## config.mk

```make
export PLATFORM = sky130hd
export DESIGN_NAME = regfile_wb_arbiter_flat
export DESIGN_NICKNAME = d
export VERILOG_FILES = /design/src/rtl/regfile_wb_arbiter_pkg.sv /design/src/rtl/regfile_wb_arbiter_if.sv /design/src/rtl/regfile_wb_arbiter_wb_fifo.sv /design/src/rtl/regfile_wb_arbiter.sv /design/src/flat_wrapper.sv
export SDC_FILE = /design/constraint.sdc
export NUM_CORES = 1
export LEC_CHECK = 0
export BUFFER_PORTS_ARGS = -buffer_cell sky130_fd_sc_hd__buf_2
export CAP_MARGIN = 10
export CELL_PAD_IN_SITES_DETAIL_PLACEMENT = 1
export CELL_PAD_IN_SITES_GLOBAL_PLACEMENT = 2
export CORE_MARGIN = 8
export CORE_UTILIZATION = 37
export CTS_BUF_LIST = sky130_fd_sc_hd__clkbuf_2 sky130_fd_sc_hd__clkbuf_4 sky130_fd_sc_hd__clkbuf_8
export DETAILED_ROUTE_END_ITERATION = 8
export PLACE_DENSITY = 0.8
export SLEW_MARGIN = 5
export SYNTH_ARGS = -nofsm -noshare
export SYNTH_HDL_FRONTEND = slang
export SYNTH_SLANG_ARGS = --single-unit
```

## constraint.sdc

```tcl
create_clock -name clk -period 2.4 [get_ports clk]
set_input_delay 0.6 -clock clk [delete_from_list [all_inputs] [get_ports clk]]
set_output_delay 0.6 -clock clk [all_outputs]
set_load 0.02 [all_outputs]
```

## src/rtl/regfile_wb_arbiter_pkg.sv

```systemverilog
// Shared core package for the register-file write-back arbiter.
//   XLEN_DEF / REGW_DEF : default data and register-index widths
//   wb_entry_t          : one queued write-back, {rd, data}
//   prio_e              : round-robin priority pointer encoding
//   rr_next()           : pointer value after a grant
package regfile_wb_arbiter_pkg;

  localparam int XLEN_DEF = 32;
  localparam int REGW_DEF = 5;

  typedef struct packed {
    logic [REGW_DEF-1:0] rd;
    logic [XLEN_DEF-1:0] data;
  } wb_entry_t;

  typedef enum logic {
    PRIO_REQ0 = 1'b0,
    PRIO_REQ1 = 1'b1
  } prio_e;

  // After serving one requester the other one becomes preferred.
  function automatic prio_e rr_next(input logic granted_req1);
    return granted_req1 ? PRIO_REQ0 : PRIO_REQ1;
  endfunction

endpackage

```

## src/rtl/regfile_wb_arbiter_if.sv

```systemverilog
// Write-back bus bundle: two requester channels plus the register-file
// write port and the idle flag.
//   master modport : requester side (drives valid/rd/data, sees the rest)
//   slave modport  : arbiter side
// Handshake: a requester entry transfers on a rising edge where both
// reqN_valid and reqN_ready are high. reqN_ready depends only on registered
// queue state. While valid is high without ready, the requester holds
// rd/data stable. The write port has no back-pressure.
interface regfile_wb_arbiter_if #(
  parameter int XLEN = 32,
  parameter int REGW = 5
);
  logic            req0_valid;
  logic            req0_ready;
  logic [REGW-1:0] req0_rd;
  logic [XLEN-1:0] req0_data;
  logic            req1_valid;
  logic            req1_ready;
  logic [REGW-1:0] req1_rd;
  logic [XLEN-1:0] req1_data;
  logic            reg_write;
  logic [REGW-1:0] write_reg;
  logic [XLEN-1:0] write_data;
  logic            wb_idle;

  modport master (
    output req0_valid, req0_rd, req0_data,
    output req1_valid, req1_rd, req1_data,
    input  req0_ready, req1_ready,
    input  reg_write, write_reg, write_data, wb_idle
  );

  modport slave (
    input  req0_valid, req0_rd, req0_data,
    input  req1_valid, req1_rd, req1_data,
    output req0_ready, req1_ready,
    output reg_write, write_reg, write_data, wb_idle
  );
endinterface

```

## src/rtl/regfile_wb_arbiter_wb_fifo.sv

```systemverilog
// wb_fifo: small synchronous FIFO holding packed {rd, data} write-back
// entries for one requester.
//   clk, rst : clock, asynchronous active-high reset (empties the queue)
//   i_push   : push request; ignored while full (even if popped that edge)
//   i_din    : entry to push
//   i_pop    : pop request; ignored while empty
//   o_dout   : head entry (valid when !o_empty)
//   o_empty  : no entries held
//   o_full   : DEPTH entries held
module wb_fifo #(
  parameter int W     = 37,
  parameter int DEPTH = 2
) (
  input  logic         clk,
  input  logic         rst,
  input  logic         i_push,
  input  logic [W-1:0] i_din,
  input  logic         i_pop,
  output logic [W-1:0] o_dout,
  output logic         o_empty,
  output logic         o_full
);

  localparam int AW = $clog2(DEPTH);

  logic [W-1:0]  r_mem [DEPTH];
  logic [AW-1:0] r_wptr;
  logic [AW-1:0] r_rptr;
  logic [AW:0]   r_count;
  logic          w_push;
  logic          w_pop;

  assign o_empty = (r_count == '0);
  assign o_full  = (r_count == (AW+1)'(DEPTH));
  assign o_dout  = r_mem[r_rptr];

  // Fullness is judged on registered state only, so a pop on the same edge
  // never frees room for a push.
  assign w_push = i_push & ~o_full;
  assign w_pop  = i_pop & ~o_empty;

  // DEPTH is a power of two, so plain AW-bit increments wrap modulo DEPTH.
  always_ff @(posedge clk or posedge rst) begin
    if (rst) begin
      r_wptr  <= '0;
      r_rptr  <= '0;
      r_count <= '0;
    end else begin
      if (w_push) r_wptr <= r_wptr + AW'(1);
      if (w_pop)  r_rptr <= r_rptr + AW'(1);
      case ({w_push, w_pop})
        2'b10:   r_count <= r_count + (AW+1)'(1);
        2'b01:   r_count <= r_count - (AW+1)'(1);
        default: r_count <= r_count;
      endcase
    end
  end

  // Storage needs no reset: emptiness is tracked by the pointers/count.
  always_ff @(posedge clk) begin
    if (w_push) r_mem[r_wptr] <= i_din;
  end

endmodule

```

## src/rtl/regfile_wb_arbiter.sv

```systemverilog
// regfile_wb_arbiter: merges two write-back streams (ALU on requester 0,
// loads / long-latency units on requester 1) onto one register-file write
// port. Each requester has its own queue; one queue head is granted per
// cycle with round-robin priority and popped at the next edge.
//   clk, rst : clock, asynchronous active-high reset
//   bus      : slave modport carrying both requester channels, the
//              reg_write/write_reg/write_data port and wb_idle
module regfile_wb_arbiter
  import regfile_wb_arbiter_pkg::*;
#(
  parameter int XLEN  = XLEN_DEF,
  parameter int REGW  = REGW_DEF,
  parameter int DEPTH = 2
) (
  input  logic               clk,
  input  logic               rst,
  regfile_wb_arbiter_if.slave bus
);

  localparam int EW = REGW + XLEN;

  logic [EW-1:0] w_head0;
  logic [EW-1:0] w_head1;
  logic          w_empty0;
  logic          w_empty1;
  logic          w_full0;
  logic          w_full1;
  logic          w_pop0;
  logic          w_pop1;
  logic          w_any;
  logic          w_gnt1;
  logic [EW-1:0] w_gnt_entry;
  prio_e         r_prio;

  wb_fifo #(.W(EW), .DEPTH(DEPTH)) u_fifo0 (
    .clk     (clk),
    .rst     (rst),
    .i_push  (bus.req0_valid),
    .i_din   ({bus.req0_rd, bus.req0_data}),
    .i_pop   (w_pop0),
    .o_dout  (w_head0),
    .o_empty (w_empty0),
    .o_full  (w_full0)
  );

  wb_fifo #(.W(EW), .DEPTH(DEPTH)) u_fifo1 (
    .clk     (clk),
    .rst     (rst),
    .i_push  (bus.req1_valid),
    .i_din   ({bus.req1_rd, bus.req1_data}),
    .i_pop   (w_pop1),
    .o_dout  (w_head1),
    .o_empty (w_empty1),
    .o_full  (w_full1)
  );

  assign bus.req0_ready = ~w_full0;
  assign bus.req1_ready = ~w_full1;
  assign bus.wb_idle    = w_empty0 & w_empty1;

  // Requester 1 wins when it is the only non-empty queue, or when both
  // are non-empty and the pointer prefers it.
  always_comb begin
    w_any       = ~w_empty0 | ~w_empty1;
    w_gnt1      = ~w_empty1 & (w_empty0 | (r_prio == PRIO_REQ1));
    w_pop0      = w_any & ~w_gnt1;
    w_pop1      = w_gnt1;
    w_gnt_entry = '0;
    if (w_gnt1)         w_gnt_entry = w_head1;
    else if (!w_empty0) w_gnt_entry = w_head0;
  end

  // x0 is hard-wired zero: the entry is still consumed, only the write
  // enable is suppressed.
  assign bus.write_reg  = w_gnt_entry[EW-1 -: REGW];
  assign bus.write_data = w_gnt_entry[XLEN-1:0];
  assign bus.reg_write  = w_any & (w_gnt_entry[EW-1 -: REGW] != '0);

  always_ff @(posedge clk or posedge rst) begin
    if (rst) begin
      r_prio <= PRIO_REQ0;
    end else if (w_any) begin
      r_prio <= rr_next(w_gnt1);
    end
  end

endmodule

```

## src/flat_wrapper.sv

```systemverilog
// flat-port wrapper written by rule: the top's interface ports become plain ports
module regfile_wb_arbiter_flat import regfile_wb_arbiter_pkg::*;
#(
  parameter int XLEN  = XLEN_DEF,
  parameter int REGW  = REGW_DEF,
  parameter int DEPTH = 2
)
  (clk, rst, bus_req0_valid, bus_req0_rd, bus_req0_data, bus_req1_valid, bus_req1_rd, bus_req1_data, bus_req0_ready, bus_req1_ready, bus_reg_write, bus_write_reg, bus_write_data, bus_wb_idle);
  regfile_wb_arbiter_if #(.XLEN(XLEN), .REGW(REGW)) bus_i ();
  input  logic clk;
  input  logic rst;
  input wire logic [$bits(bus_i.req0_valid)-1:0] bus_req0_valid;
  input wire logic [$bits(bus_i.req0_rd)-1:0] bus_req0_rd;
  input wire logic [$bits(bus_i.req0_data)-1:0] bus_req0_data;
  input wire logic [$bits(bus_i.req1_valid)-1:0] bus_req1_valid;
  input wire logic [$bits(bus_i.req1_rd)-1:0] bus_req1_rd;
  input wire logic [$bits(bus_i.req1_data)-1:0] bus_req1_data;
  output wire logic [$bits(bus_i.req0_ready)-1:0] bus_req0_ready;
  output wire logic [$bits(bus_i.req1_ready)-1:0] bus_req1_ready;
  output wire logic [$bits(bus_i.reg_write)-1:0] bus_reg_write;
  output wire logic [$bits(bus_i.write_reg)-1:0] bus_write_reg;
  output wire logic [$bits(bus_i.write_data)-1:0] bus_write_data;
  output wire logic [$bits(bus_i.wb_idle)-1:0] bus_wb_idle;
  assign bus_i.req0_valid = bus_req0_valid;
  assign bus_i.req0_rd = bus_req0_rd;
  assign bus_i.req0_data = bus_req0_data;
  assign bus_i.req1_valid = bus_req1_valid;
  assign bus_i.req1_rd = bus_req1_rd;
  assign bus_i.req1_data = bus_req1_data;
  assign bus_req0_ready = bus_i.req0_ready;
  assign bus_req1_ready = bus_i.req1_ready;
  assign bus_reg_write = bus_i.reg_write;
  assign bus_write_reg = bus_i.write_reg;
  assign bus_write_data = bus_i.write_data;
  assign bus_wb_idle = bus_i.wb_idle;
  regfile_wb_arbiter #(.XLEN(XLEN), .REGW(REGW), .DEPTH(DEPTH)) u_core (.clk(clk), .rst(rst), .bus(bus_i));
endmodule
```

==> impl_metrics.env <==
export IMPL_status="finished, violations left"
export IMPL_violations="negative setup slack"
export IMPL_htree_num_levels=4
export IMPL_setup_violations_final=36
export IMPL_worst_pin_slew_ps=425.0
export IMPL_grt_max_degree=35
export IMPL_start_util_pct=37.82
export IMPL_wl_met3_um=797
export IMPL_ioPinCount=119
export IMPL_gp_congestion=0.7759
export IMPL_fp_row_count=46
export IMPL_die_area_um2=20570
export IMPL_wl_per_cell_um=23.22
export IMPL_drc=0
export IMPL_routed_wl_met2_um=8989
export IMPL_rrSetupSlack_ps=240
export IMPL_max_cap_violations=0
export IMPL_ys_ff_latch=157
export IMPL_mostFrequentLayoutCells="edfxtp_1, buf_2, mux2i_1"
export IMPL_synth_nets=405
export IMPL_ir_drop_mv=0.7424
export IMPL_drive_gt1_share_pct=52.00
export IMPL_coreArea_um2=15890
export IMPL_critPathKind="register to output port"
export IMPL_hp_class="input pin to asynchronous set/reset pin"
export IMPL_critPathLaunchType="register"
export IMPL_worstSetupStartpoint="u_core.u_fifo1.r_rptr"
export IMPL_die_width_um=143.4
export IMPL_synth_cell_types=31
export IMPL_drt_wl_total_um=16620
export IMPL_cts_max_path_buffers=2
export IMPL_ys_warnings_count=0
export IMPL_final_cell_count_no_fill=716
export IMPL_mostFrequentLayoutCell="edfxtp_1"
export IMPL_critPathMaxFanout=5
export IMPL_synth_edf_count=148
export IMPL_fin_crit_ps=2911
export IMPL_drv_slew=0
export IMPL_top_layer="met4"
export IMPL_vias=3528
export IMPL_area_growth_pct=42.05
export IMPL_numCtsBuffers=17
export IMPL_antenna_found_initial=0
export IMPL_ys_seq_area_share_pct=77.72
export IMPL_cts_tree="built"
export IMPL_ys_flop_type="edfxtp_1"
export IMPL_grt_pass1_wl_um=24340
export IMPL_hpwl_um=10070
export IMPL_groute_usage_overall_pct=16.15
export IMPL_syn_area_per_cell_um2=18.49
export IMPL_routed_via_density=4.927
export IMPL_r2r_end="u_core.u_fifo0.r_count[1]"
export IMPL_netlist_area_um2=6008
export IMPL_met1_length_um=6620
export IMPL_worstPathRequired_ps=1800
export IMPL_max_freq_ghz=0.3435
export IMPL_grt_overflow=0
export IMPL_placed_cells=668
export IMPL_ant_nets=0
export IMPL_fin_nets=569
export IMPL_final_setup_tns_ps=-7175
export IMPL_drt_iter0_drc=141
export IMPL_arrival_ps=2310
export IMPL_r2r_cells=10
export IMPL_pwr_density_cell_nw_per_um2=1664
export IMPL_whs_ps=116.3
export IMPL_hold_viol_final=0
export IMPL_cts_sinks=157
export IMPL_clk_pin_slew_ps=80
export IMPL_rsz0062_at_grt="true"
export IMPL_slew_headroom_pct=70.86
export IMPL_diodes=0
export IMPL_drt_pass1_iter_count=6
export IMPL_clkLatencyLatePin_ps=440
export IMPL_r2r_start="u_core.u_fifo0.r_count[1]"
export IMPL_port_buffers=118
export IMPL_fillers=1506
export IMPL_grt_pass1_vias=4171
export IMPL_die_h_um=143.4
export IMPL_async_flop_share_pct=5.732
export IMPL_critical_path_endpoint="bus_reg_write"
export IMPL_skew_ps=10.28
export IMPL_setup_ws_ps=-510.9
export IMPL_cts_root_buf="clkbuf_8"
export IMPL_cp_end_kind="output port"
export IMPL_finalCritPeriodShare_pct=121.3
export IMPL_power_leakage_uw=0.003176
export IMPL_syn_instance_count=325
-- power by group --
part / switching [uW] / total, uW / internal (uW)
Sequential: 230 / 4000 / 3770
Combinational: 4320 / 8240 / 3910
Clock: 944 / 1960 / 1020
Total: 5500 / 14200 / 8700
-- cell families (layout without fill, tap and decap cells) --
group	count (synthesis)	in the layout	share of synthesized area [%]
AO/OA/AOI/OAI	43	43	4.686
XOR/XNOR	10	10	1.458
adder cells (fa/ha/maj)	2	2	0.4164
buffers and inverters	19	194	1.479
flip-flops	157	157	77.72
multiplexers	74	74	12.41
AND/OR/NAND/NOR	20	20	1.833
-- metrics by stage --
step / total power [uW] / util [%] / area, um2 / setup slack, ps
2_1_floorplan: 7049 / - / 6032 / -9.256
3_3_place_gp: 8722 / 44.33 / 7042 / -72.32
3_5_place_dp: 8906 / 44.33 / 7042 / -121.9
4_1_cts: 13940 / 53.06 / 8429 / -519.5
5_1_grt: 14840 / 53.73 / 8534 / -577.7
6_report: 14200 / 53.73 / 8534 / -510.9
-- metal layers --
metal | vias up | global-route usage [%]
met2 | 85 | 29.12
met3 | 18 | 4.645
met5 | - | 0
met4 | 0 | 5.147
li1 | 1618 | -
met1 | 1807 | 17.98
-- state kept, by name (all words and copies together), names as in the netlist --
signal and count:
u_core.u_fifo0.r_mem 74, u_core.r_prio 1, u_core.u_fifo1.r_mem 74, u_core.u_fifo1.r_count 2
u_core.u_fifo0.r_rptr 1, u_core.u_fifo1.r_wptr 1, u_core.u_fifo1.r_rptr 1, u_core.u_fifo0.r_count 2
u_core.u_fifo0.r_wptr 1
-- Yosys cell counts, types with 3 or more instances --
master / n / area (um2)
edfxtp_1: 148 / 4444
mux2i_1: 70 / 700.7
o22ai_1: 36 / 225.2
clkbuf_1: 7 / 26.28
xnor2_1: 8 / 70.07
dfrtp_1: 9 / 225.2
mux2_2: 4 / 45.04
inv_1: 3 / 11.26
nor2_1: 6 / 22.52
buf_1: 5 / 18.77
-- what timing repair did --
action / 4_1_cts / 5_1_grt
setup endpoints to repair: 38 / 38
gates resized for setup: 171 / 31
cloned: 4 / 3
hold buffers: 0 / 0
setup buffers: 11 / 5
pin swaps: 36 / 6
-- critical path, cell delays in order (launching register included) --
cell and delay, ps:
dfrtp_2 420, buf_4 140, buf_6 130, buf_4 130
mux2i_2 230, o22ai_4 110, or4b_4 560, buf_6 150
-- how the worst min path moves through the flow --
stage,startpoint,endpoint,cells after the start
final,rst,u_core.u_fifo0.r_count[1],2
after global routing,rst,u_core.u_fifo0.r_wptr,2
after CTS,rst,u_core.u_fifo0.r_wptr,2
after detailed placement,u_core.r_prio,u_core.r_prio,1
after global placement,u_core.r_prio,u_core.r_prio,1
after floorplan,rst,u_core.r_prio,1
-- area by class of cell --
cell class	instances	area (um2)	share of cell area [%]
inverters	3	11.26	0.1319
multi-input cells	149	1864	21.84
clock inverters	12	145.1	1.701
clock buffers	18	241.5	2.830
well taps	216	270.3	3.167
repair buffers	161	1330	15.58
flip-flops and latches	157	4672	54.74
No activity file was read; power rests on OpenSTA's default activity.
